$ cat src/rtl/serial_adder_pkg.sv
// Shared types and helpers for the bit-serial adder: FSM state encoding and
// the ceiling-log2 used to size the bit counter.
package serial_adder_pkg;

  typedef enum logic [1:0] {
    IDLE = 2'd0,
    RUN  = 2'd1,
    DONE = 2'd2
  } state_t;

  // Smallest r with 2**r >= value; callers pass value >= 2.
  function automatic int clog2(input int value);
    int r;
    r = 0;
    while ((1 << r) < value) begin
      r = r + 1;
    end
    return r;
  endfunction

endpackage

$ cat src/rtl/serial_adder_full_adder.sv
// One-bit combinational full adder; the only arithmetic cell in the serial adder.
module full_adder (
  input  logic a,
  input  logic b,
  input  logic cin,
  output logic sum,
  output logic cout
);

  logic half;

  always_comb begin
    half = a ^ b;
    sum  = half ^ cin;
    cout = (a & b) | (cin & half);
  end

endmodule

$ cat src/rtl/serial_adder.sv
// Bit-serial adder: adds a + b + cin LSB first through one full_adder cell,
// presenting the result, carry out and signed overflow after WIDTH bit edges.
module serial_adder
  import serial_adder_pkg::*;
#(
  parameter int WIDTH = 8
) (
  input  logic             clk,
  input  logic             rst,
  input  logic             start,
  input  logic [WIDTH-1:0] a,
  input  logic [WIDTH-1:0] b,
  input  logic             cin,
  output logic             busy,
  output logic             done,
  output logic [WIDTH-1:0] sum,
  output logic             cout,
  output logic             overflow,
  output logic [1:0]       dbg_state
);

  localparam int               CNT_W    = clog2(WIDTH + 1);
  localparam logic [CNT_W-1:0] LAST_CNT = CNT_W'(WIDTH - 1);

  // Handshake: start is accepted on any edge where the FSM is in IDLE or DONE
  // (that edge captures a/b/cin); while busy is high start is ignored, and
  // done is a single-cycle pulse during which sum/cout/overflow are valid
  // (they stay held until the next completion).

  state_t           state_q, state_d;
  logic [WIDTH-1:0] sa_q, sa_d;
  logic [WIDTH-1:0] sb_q, sb_d;
  logic [WIDTH-1:0] ps_q, ps_d;
  logic             carry_q, carry_d;
  logic [CNT_W-1:0] cnt_q, cnt_d;
  logic [WIDTH-1:0] sum_q, sum_d;
  logic             cout_q, cout_d;
  logic             ovf_q, ovf_d;

  logic             fa_s;
  logic             fa_co;
  logic [WIDTH:0]   ps_wide;

  full_adder u_fa (
    .a    (sa_q[0]),
    .b    (sb_q[0]),
    .cin  (carry_q),
    .sum  (fa_s),
    .cout (fa_co)
  );

  always_comb begin
    state_d = state_q;
    sa_d    = sa_q;
    sb_d    = sb_q;
    ps_d    = ps_q;
    carry_d = carry_q;
    cnt_d   = cnt_q;
    sum_d   = sum_q;
    cout_d  = cout_q;
    ovf_d   = ovf_q;
    // New sum bit enters at the MSB so after WIDTH shifts bit 0 sits at the LSB.
    ps_wide = {fa_s, ps_q};

    unique case (state_q)
      IDLE, DONE: begin
        if (start) begin
          state_d = RUN;
          sa_d    = a;
          sb_d    = b;
          carry_d = cin;
          cnt_d   = '0;
          ps_d    = '0;
        end else begin
          state_d = IDLE;
        end
      end
      RUN: begin
        sa_d    = sa_q >> 1;
        sb_d    = sb_q >> 1;
        ps_d    = ps_wide[WIDTH:1];
        carry_d = fa_co;
        cnt_d   = cnt_q + CNT_W'(1);
        if (cnt_q == LAST_CNT) begin
          state_d = DONE;
          sum_d   = ps_wide[WIDTH:1];
          cout_d  = fa_co;
          // carry_q here is the carry into the MSB.
          ovf_d   = carry_q ^ fa_co;
        end
      end
      default: begin
        state_d = IDLE;
      end
    endcase
  end

  always_ff @(posedge clk) begin
    if (rst) begin
      state_q <= IDLE;
      sa_q    <= '0;
      sb_q    <= '0;
      ps_q    <= '0;
      carry_q <= 1'b0;
      cnt_q   <= '0;
      sum_q   <= '0;
      cout_q  <= 1'b0;
      ovf_q   <= 1'b0;
    end else begin
      state_q <= state_d;
      sa_q    <= sa_d;
      sb_q    <= sb_d;
      ps_q    <= ps_d;
      carry_q <= carry_d;
      cnt_q   <= cnt_d;
      sum_q   <= sum_d;
      cout_q  <= cout_d;
      ovf_q   <= ovf_d;
    end
  end

  always_comb begin
    busy      = (state_q == RUN);
    done      = (state_q == DONE);
    sum       = sum_q;
    cout      = cout_q;
    overflow  = ovf_q;
    dbg_state = state_q;
  end

endmodule

$ cat config.mk
export PLATFORM = sky130hd
export DESIGN_NAME = serial_adder
export DESIGN_NICKNAME = d
export VERILOG_FILES = /design/src/rtl/serial_adder_pkg.sv /design/src/rtl/serial_adder_full_adder.sv /design/src/rtl/serial_adder.sv
export SDC_FILE = /design/constraint.sdc
export NUM_CORES = 1
export LEC_CHECK = 0
export ABC_CLOCK_PERIOD_IN_PS = 1700
export BUFFER_PORTS_ARGS = -buffer_cell sky130_fd_sc_hd__buf_4
export CAP_MARGIN = 20
export CORE_MARGIN = 2
export CORE_UTILIZATION = 49
export CTS_CLUSTER_DIAMETER = 80
export DETAILED_ROUTE_END_ITERATION = 10
export PLACE_DENSITY = 0.73
export REMOVE_ABC_BUFFERS = 1
export SLEW_MARGIN = 20
export SYNTH_ARGS = -nofsm -noshare
export SYNTH_HDL_FRONTEND = slang
export SYNTH_SLANG_ARGS = --single-unit
$ cat constraint.sdc
create_clock -name clk -period 1.7 [get_ports clk]
set_input_delay 0.085 -clock clk [delete_from_list [all_inputs] [get_ports clk]]
set_output_delay 0.085 -clock clk [all_outputs]
set_load 0.005 [all_outputs]
==> results of run 1 <==
[worst paths after layout]
path,start,endpoint,cells past startpoint
setup / recovery,dbg_state[0],busy,4
hold / removal,b[0],sb_q[0],3
setup reg to reg,cnt_q[0],overflow,4
hold reg to reg,sb_q[1],sb_q[1],2
[power groups by stage]
| stage | combinational (mW) | sequential, mW | clock, mW |
|---|---|---|---|
| 2_1_floorplan | 0.109 | 1.01 | 0 |
| 3_3_place_gp | 0.205 | 1.01 | 0 |
| 3_5_place_dp | 0.212 | 1.01 | 0 |
| 4_1_cts | 0.216 | 0.993 | 0.413 |
| 5_1_grt | 0.241 | 0.998 | 0.457 |
| 6_report | 0.216 | 0.994 | 0.403 |
[kinds of logic after synthesis]
family	Yosys count	share of synthesized area
AOI/OAI and AO/OA	64	0.2259
and+or+nand+nor	57	0.1754
DFF	40	0.4900
buffers and inverters	20	0.06738
muxes	2	0.01608
adders and majority gates	2	0.01991
xor gates and xnor gates	1	0.005361
[layer usage]
| metal | GRT usage | part of all wire |
|---|---|---|
| met1 | 0.2520 | 0.46 |
| met3 | 0.04969 | 0.058 |
| met4 | 0.08511 | 0.0059 |
| met5 | 0 | 0 |
| met2 | 0.3338 | 0.48 |
[registers in the layout, indices dropped and copies added (netlist names)]
| name | count |
|---|---|
| carry_q | 1 |
| cnt_q | 4 |
| cout | 1 |
| dbg_state | 2 |
| overflow | 1 |
| ps_q | 7 |
| sa_q | 8 |
| sb_q | 8 |
| sum | 8 |
[worst max-delay path: stages, from the launching register on]
cell	delay, ps
dfxtp_1	410
nand2b_1	120
inv_1	90
buf_4	250
buf_4	150
[final cells by class]
| cell class | count | area (µm²) | area share |
|---|---|---|---|
| Sequential cell | 40 | 800.8 | 0.4126 |
| Multi-Input combinational cell | 126 | 723.2 | 0.3727 |
| Timing Repair Buffer | 42 | 320.3 | 0.1651 |
| Tap cell | 44 | 55.05 | 0.02837 |
| Clock buffer | 5 | 37.54 | 0.01934 |
| Inverter | 1 | 3.754 | 0.001934 |
[per-stage QoR]
| step | utilization | hold slack [ps] | cell area, µm² | TNS (ps) |
|---|---|---|---|---|
| after global routing | 0.6254 | 14.34 | 1941 | 0 |
| after CTS | 0.6254 | 20.20 | 1941 | 0 |
| after global placement | 0.6069 | 333.4 | 1883 | 0 |
| after floorplan | - | 149.6 | 1528 | -16900 |
| final | 0.6254 | 27.26 | 1941 | 0 |
| after detailed placement | 0.6069 | 341.0 | 1883 | 0 |
[placed cells by master, fill, tap and decap left out]
cell type,count
fa_1,1
nand3_1,35
nor2_1,2
nand4_1,1
inv_1,1
nand2b_1,3
nor3b_1,1
nor3_1,1
a311oi_1,1
nand2_1,10
mux2_4,1
dfxtp_1,40
buf_4,40
ha_1,1
a22oi_1,15
nor2b_1,2
xnor2_1,1
o21ai_0,9
mux2_2,1
a21oi_1,38
and3b_1,1
nand3b_1,1
a211oi_2,1
dlygate4sd3_1,2
clkbuf_4,5
[what timing repair did]
action,in CTS,in global routing
setup endpoints to repair,0,0
hold buffers,2,0
endpoints found under the hold margin,2,0
setup buffers,0,0
==> metrics, run 1 <==
Comb pwr share 0.134; Sequential Power Share 0.616; post_cts resized 0; Max Cap Viol 0; Slew @ Worst Pin 374.0 ps; CTS Buf Count 5; data arrival time of the worst path ~1400 ps; final hold vios 0; vias in the first global route between 1000 and 1500; ys async rst share 0; Seq cells post-synth 40; initial detailed-routing violation count 68; FILL cells 301; R2R Setup Slk approximately 260 ps; Post-Syn Area ~1600 µm²; Root Buffer clkbuf_4; Worst-Skew Late Latency 330 ps; Starting Density 0.5266; die area ~3800 µm²; drt first pass iters 4; crit path time final around 1400 ps; fmax roughly 700 MHz; Antenna Nets Post-Route 0; first-pass GRT wire length between 5000 and 6000 µm; H-tree Lvls 2; PD cells slightly above 800 nW/µm²; Max-slew headroom 0.7507; initial antenna violation count 0; CTS tree built; # setup viols final 0; Design Power 1.613 mW; Int Power about 1.2 mW; Final Cycle Share 0.8463; maximum fanout along the worst path 23; NetSw approximately 0.4 mW; switching share of power 0.2539; CP required around 1600 ps; Leakage Power between 0.7 and 0.8 nW; hold crit path type in2reg; pre-CTS WS around 280 ps; row count 20; Final GP Congestion about 0.8; GRT Total Usage 0.2019; Clock Sinks 40; CTS Buffer Depth 2; Slew Limit Fails 0; die width 61.75 µm; RSZ-0062 raised after global routing no; critical path class reg2out; vias per cell about 5.6; Buffers on Ports 33; final setup margin 261.2 ps; Yosys warnings 0; top-count cell post-synth dfxtp_1; die span in y ~60 µm; Mean Syn Cell Area 8.785 µm²; status complete, no violations; NumNets Final between 200 and 250; Post-route DRC 0; ratio of cells with drive above 1 in the final layout 0.2243; Core Box Area between 3000 and 4000 µm²; Post-Synthesis Cells approximately 190; GR Overflow Total 0; count of flip-flops with a built-in enable after synthesis 0; synth top area cells dfxtp_1 49%, a21oi_1 12%, nand3_1 11%, a22oi_1 6.9%, buf_2 3.1%; largest net degree at the start of global routing 28; Yosys cell types 27; ANT cells 0; post-synth top area cell dfxtp_1; Layout area overhead 18.76%; Layout Skew 5.612 ps; CP endpoint kind primary output; Synth top cells by count 40 x dfxtp_1, 38 x a21oi_1, 35 x nand3_1; Clock transition at path regs approximately 100 ps; count of non-filler cells in the finished layout between 200 and 300; Detail Placement HPWL 2304 µm; routed len/inst ~13 µm; io pins 34; Yosys top cell area share 0.4900; Post-synth top flop dfxtp_1; Setup crit start kind flop; DRT Wirelength roughly 3400 µm; VDD IR max a little under 0.5 mV; sequential area share after synthesis 0.4900; clock power share 0.250; DR vias ~1400; Placed Cells between 200 and 300
Note: power is estimated with default switching activity, not from simulation.
==> run 2, diff against run 1 <==
--- a/config.mk
+++ b/config.mk
@@ -5,7 +5,7 @@
 export SDC_FILE = /design/constraint.sdc
 export NUM_CORES = 1
 export LEC_CHECK = 0
-export ABC_CLOCK_PERIOD_IN_PS = 1700
+export ABC_CLOCK_PERIOD_IN_PS = 1400
 export BUFFER_PORTS_ARGS = -buffer_cell sky130_fd_sc_hd__buf_4
 export CAP_MARGIN = 20
 export CORE_MARGIN = 2
==> constraint.sdc (replaced) <==
create_clock -name clk -period 1.4 [get_ports clk]
set_input_delay 0.07 -clock clk [delete_from_list [all_inputs] [get_ports clk]]
set_output_delay 0.07 -clock clk [all_outputs]
set_load 0.005 [all_outputs]
==> metrics, run 2 (synthesized netlist as in run 1, its figures left out) <==
status complete, no violations (unchanged); FF-to-FF path depth 3 (was 4); FF-to-FF Start carry_q (was cnt_q[0]); commonest non-fill, non-tap cell in the layout buf_4; final setup margin 90.42 ps (was 261.2 ps); Clock Sinks 40 (unchanged); Worst Hold End sb_q[5] (was sb_q[0]); Worst-Skew Late Latency 350 ps (was 330 ps); met1 usage 0.2419 (was 0.2520); fmax ~760 MHz; ratio of cells with drive above 1 in the final layout 0.2684 (was 0.2243); hold path depth 3 (unchanged); Final Cycle Share 0.9354; initial antenna violation count 0 (unchanged); Global Route met3 Usage 0.07039 (was 0.04969); GR Overflow Total 0 (unchanged); FILL cells 272 (was 301); GR Util met2 0.3970 (was 0.3338); vias in the first global route 1427 (was 1305); Slew Limit Fails 0 (unchanged); # setup viols final 0 (unchanged); CTS Buffer Depth 2 (unchanged); Reg-to-Reg End overflow (unchanged); Setup crit start kind flop (unchanged); die span in y 61.75 µm (unchanged); Max-slew headroom 0.7220 (was 0.7507); H-tree Lvls 2 (unchanged); NumNets Final 253 (was 238); placed cell area 1938 µm² (was 1883 µm²); Max Cap Viol 0 (unchanged); FF+latch area 802.0 µm² (was 800.8 µm²); design area 2162 µm² (was 1941 µm²); first-pass GRT wire length 6182 µm (was 5692 µm); Leakage Power 0.8272 nW (was 0.7323 nW); most frequent cells in the layout 42 x buf_4, 39 x dfxtp_1, 38 x a21oi_1 (was 40 x dfxtp_1, 40 x buf_4, 38 x a21oi_1); Starting Density 0.5266 (unchanged); Clock transition at path regs 110 ps (was 100 ps); largest net degree at the start of global routing 42 (was 28); Core Box Area 3103 µm² (unchanged); RSZ-0062 raised after global routing no (unchanged); die area 3812 µm² (unchanged); data arrival time of the worst path 1580 ps (was 1350 ps); R2R Setup Slk 90 ps (was 260 ps); initial detailed-routing violation count 121 (was 68); Final GP Congestion 0.7456 (was 0.7990); die width 61.75 µm (unchanged); Layout area overhead 32.31% (was 18.76%); DRT Wirelength 3552 µm (was 3390 µm); DR vias 1511 (was 1435); Buffers on Ports 33 (unchanged); area occupied by multi-input gates 737.0 µm² (was 723.2 µm²); drt first pass iters 4 (unchanged); most used routing layer in global routing met2 (unchanged); vias per cell 5.495 (was 5.562); row count 20 (unchanged); final hold vios 0 (unchanged); CP max stage delay 480 ps (was 410 ps); critical path class reg2reg (was reg2out); ANT cells 0 (unchanged); CP Cell Sequence fa_1 -> xnor2_1 -> a311oi_1 (was nand2b_1 -> inv_1 -> buf_4 -> buf_4); Detail Placement HPWL 2289 µm (was 2304 µm); hold crit path type in2reg (unchanged); critical path's slowest cell fa_1 (was dfxtp_1); pre-CTS WS 74.06 ps (was 280.6 ps); PD cells 1003 nW/µm² (was 831.0 nW/µm²); crit path time final ~1300 ps; routed len/inst 12.92 µm (was 13.14 µm); CP endpoint kind flop (was primary output); CTS Buf Count 5 (unchanged); CP required 1670 ps (was 1620 ps); io pins 34 (unchanged); VDD IR max 0.6654 mV (was 0.4909 mV); Layout Skew 5.539 ps (was 5.612 ps); Post-route DRC 0 (unchanged); final hold slack 14.09 ps (was 27.26 ps); GRT Total Usage 0.2194 (was 0.2019); Root Buffer clkbuf_4 (unchanged); CTS tree built (unchanged); Hold Crit Start b[5] (was b[0]); Antenna Nets Post-Route 0 (unchanged); Slew @ Worst Pin 417.0 ps (was 374.0 ps); maximum fanout along the worst path 3 (was 23)
run 2: cell types whose count changed in the layout (fill, tap and decap cells not counted), moves of 2 or more:
| cell | change |
|---|---|
| buf_12 | +3 |
| buf_4 | +2 |
| clkbuf_8 | +2 |
| dlygate4sd3_1 | +9 |
run 2: worst max path at each step:
| stage | slack, ps | cells after the start | from | endpoint |
|---|---|---|---|---|
| finish | 90 | 3 | carry_q | overflow |
| global route | 3 | 3 | carry_q | overflow |
| CTS | 1 | 4 | dbg_state[1] | busy |
| detailed placement | 70 | 4 | dbg_state[1] | cnt_q[2] |
| global placement | 130 | 3 | carry_q | overflow |
| floorplan | -1010 | 4 | dbg_state[1] | cnt_q[3] |
run 2: metal layers:
layer | wire length (µm) | up-vias | part of all wire
met5 | 0 | - | 0
met4 | 57 | 0 | 0.016
met3 | 200 | 7 | 0.056
met2 | 1750 | 46 | 0.49
met1 | 1544 | 700 | 0.43
li1 | - | 758 | -
run 2: area by class of cell:
type                       count  share of cell area
sequential                    40              0.3709
multi-input combinational    126              0.3409
timing repair buffer          57              0.2297
clock buffer                   7             0.03009
tap                           44             0.02546
inverter                       1            0.002894
run 2: worst max-delay path, delay by kind of cell (launching register included):
kind	cells	cell delay (ps)
AO/OA/AOI/OAI	1	240
adder cells (fa/ha/maj)	1	480
XOR/XNOR	1	150
flip-flops	1	360
run 2: power breakdown:
| part | switching, mW | internal, mW | leakage, nW |
|---|---|---|---|
| clock network | 0.355 | 0.285 | 0.0374 |
| registers | 0.0283 | 1.18 | 0.326 |
| logic | 0.159 | 0.161 | 0.464 |
run 2: per-stage QoR:
step,util,setup TNS [ps],instances,power (mW)
floorplan,-,-28300,167,1.358
global placement,0.6246,0,255,1.497
detailed placement,0.6246,0,255,1.506
CTS,0.6911,0,275,2.174
global route,0.6968,0,275,2.274
finish,0.6968,0,275,2.168
run 2: timing repair:
action | CTS | global route
endpoints found under the hold margin | 11 | 0
pin swaps | 0 | 0
hold buffers | 11 | 0
resized for setup | 2 | 7
setup endpoints to repair | 1 | 26
buffers inserted | 2 | 0
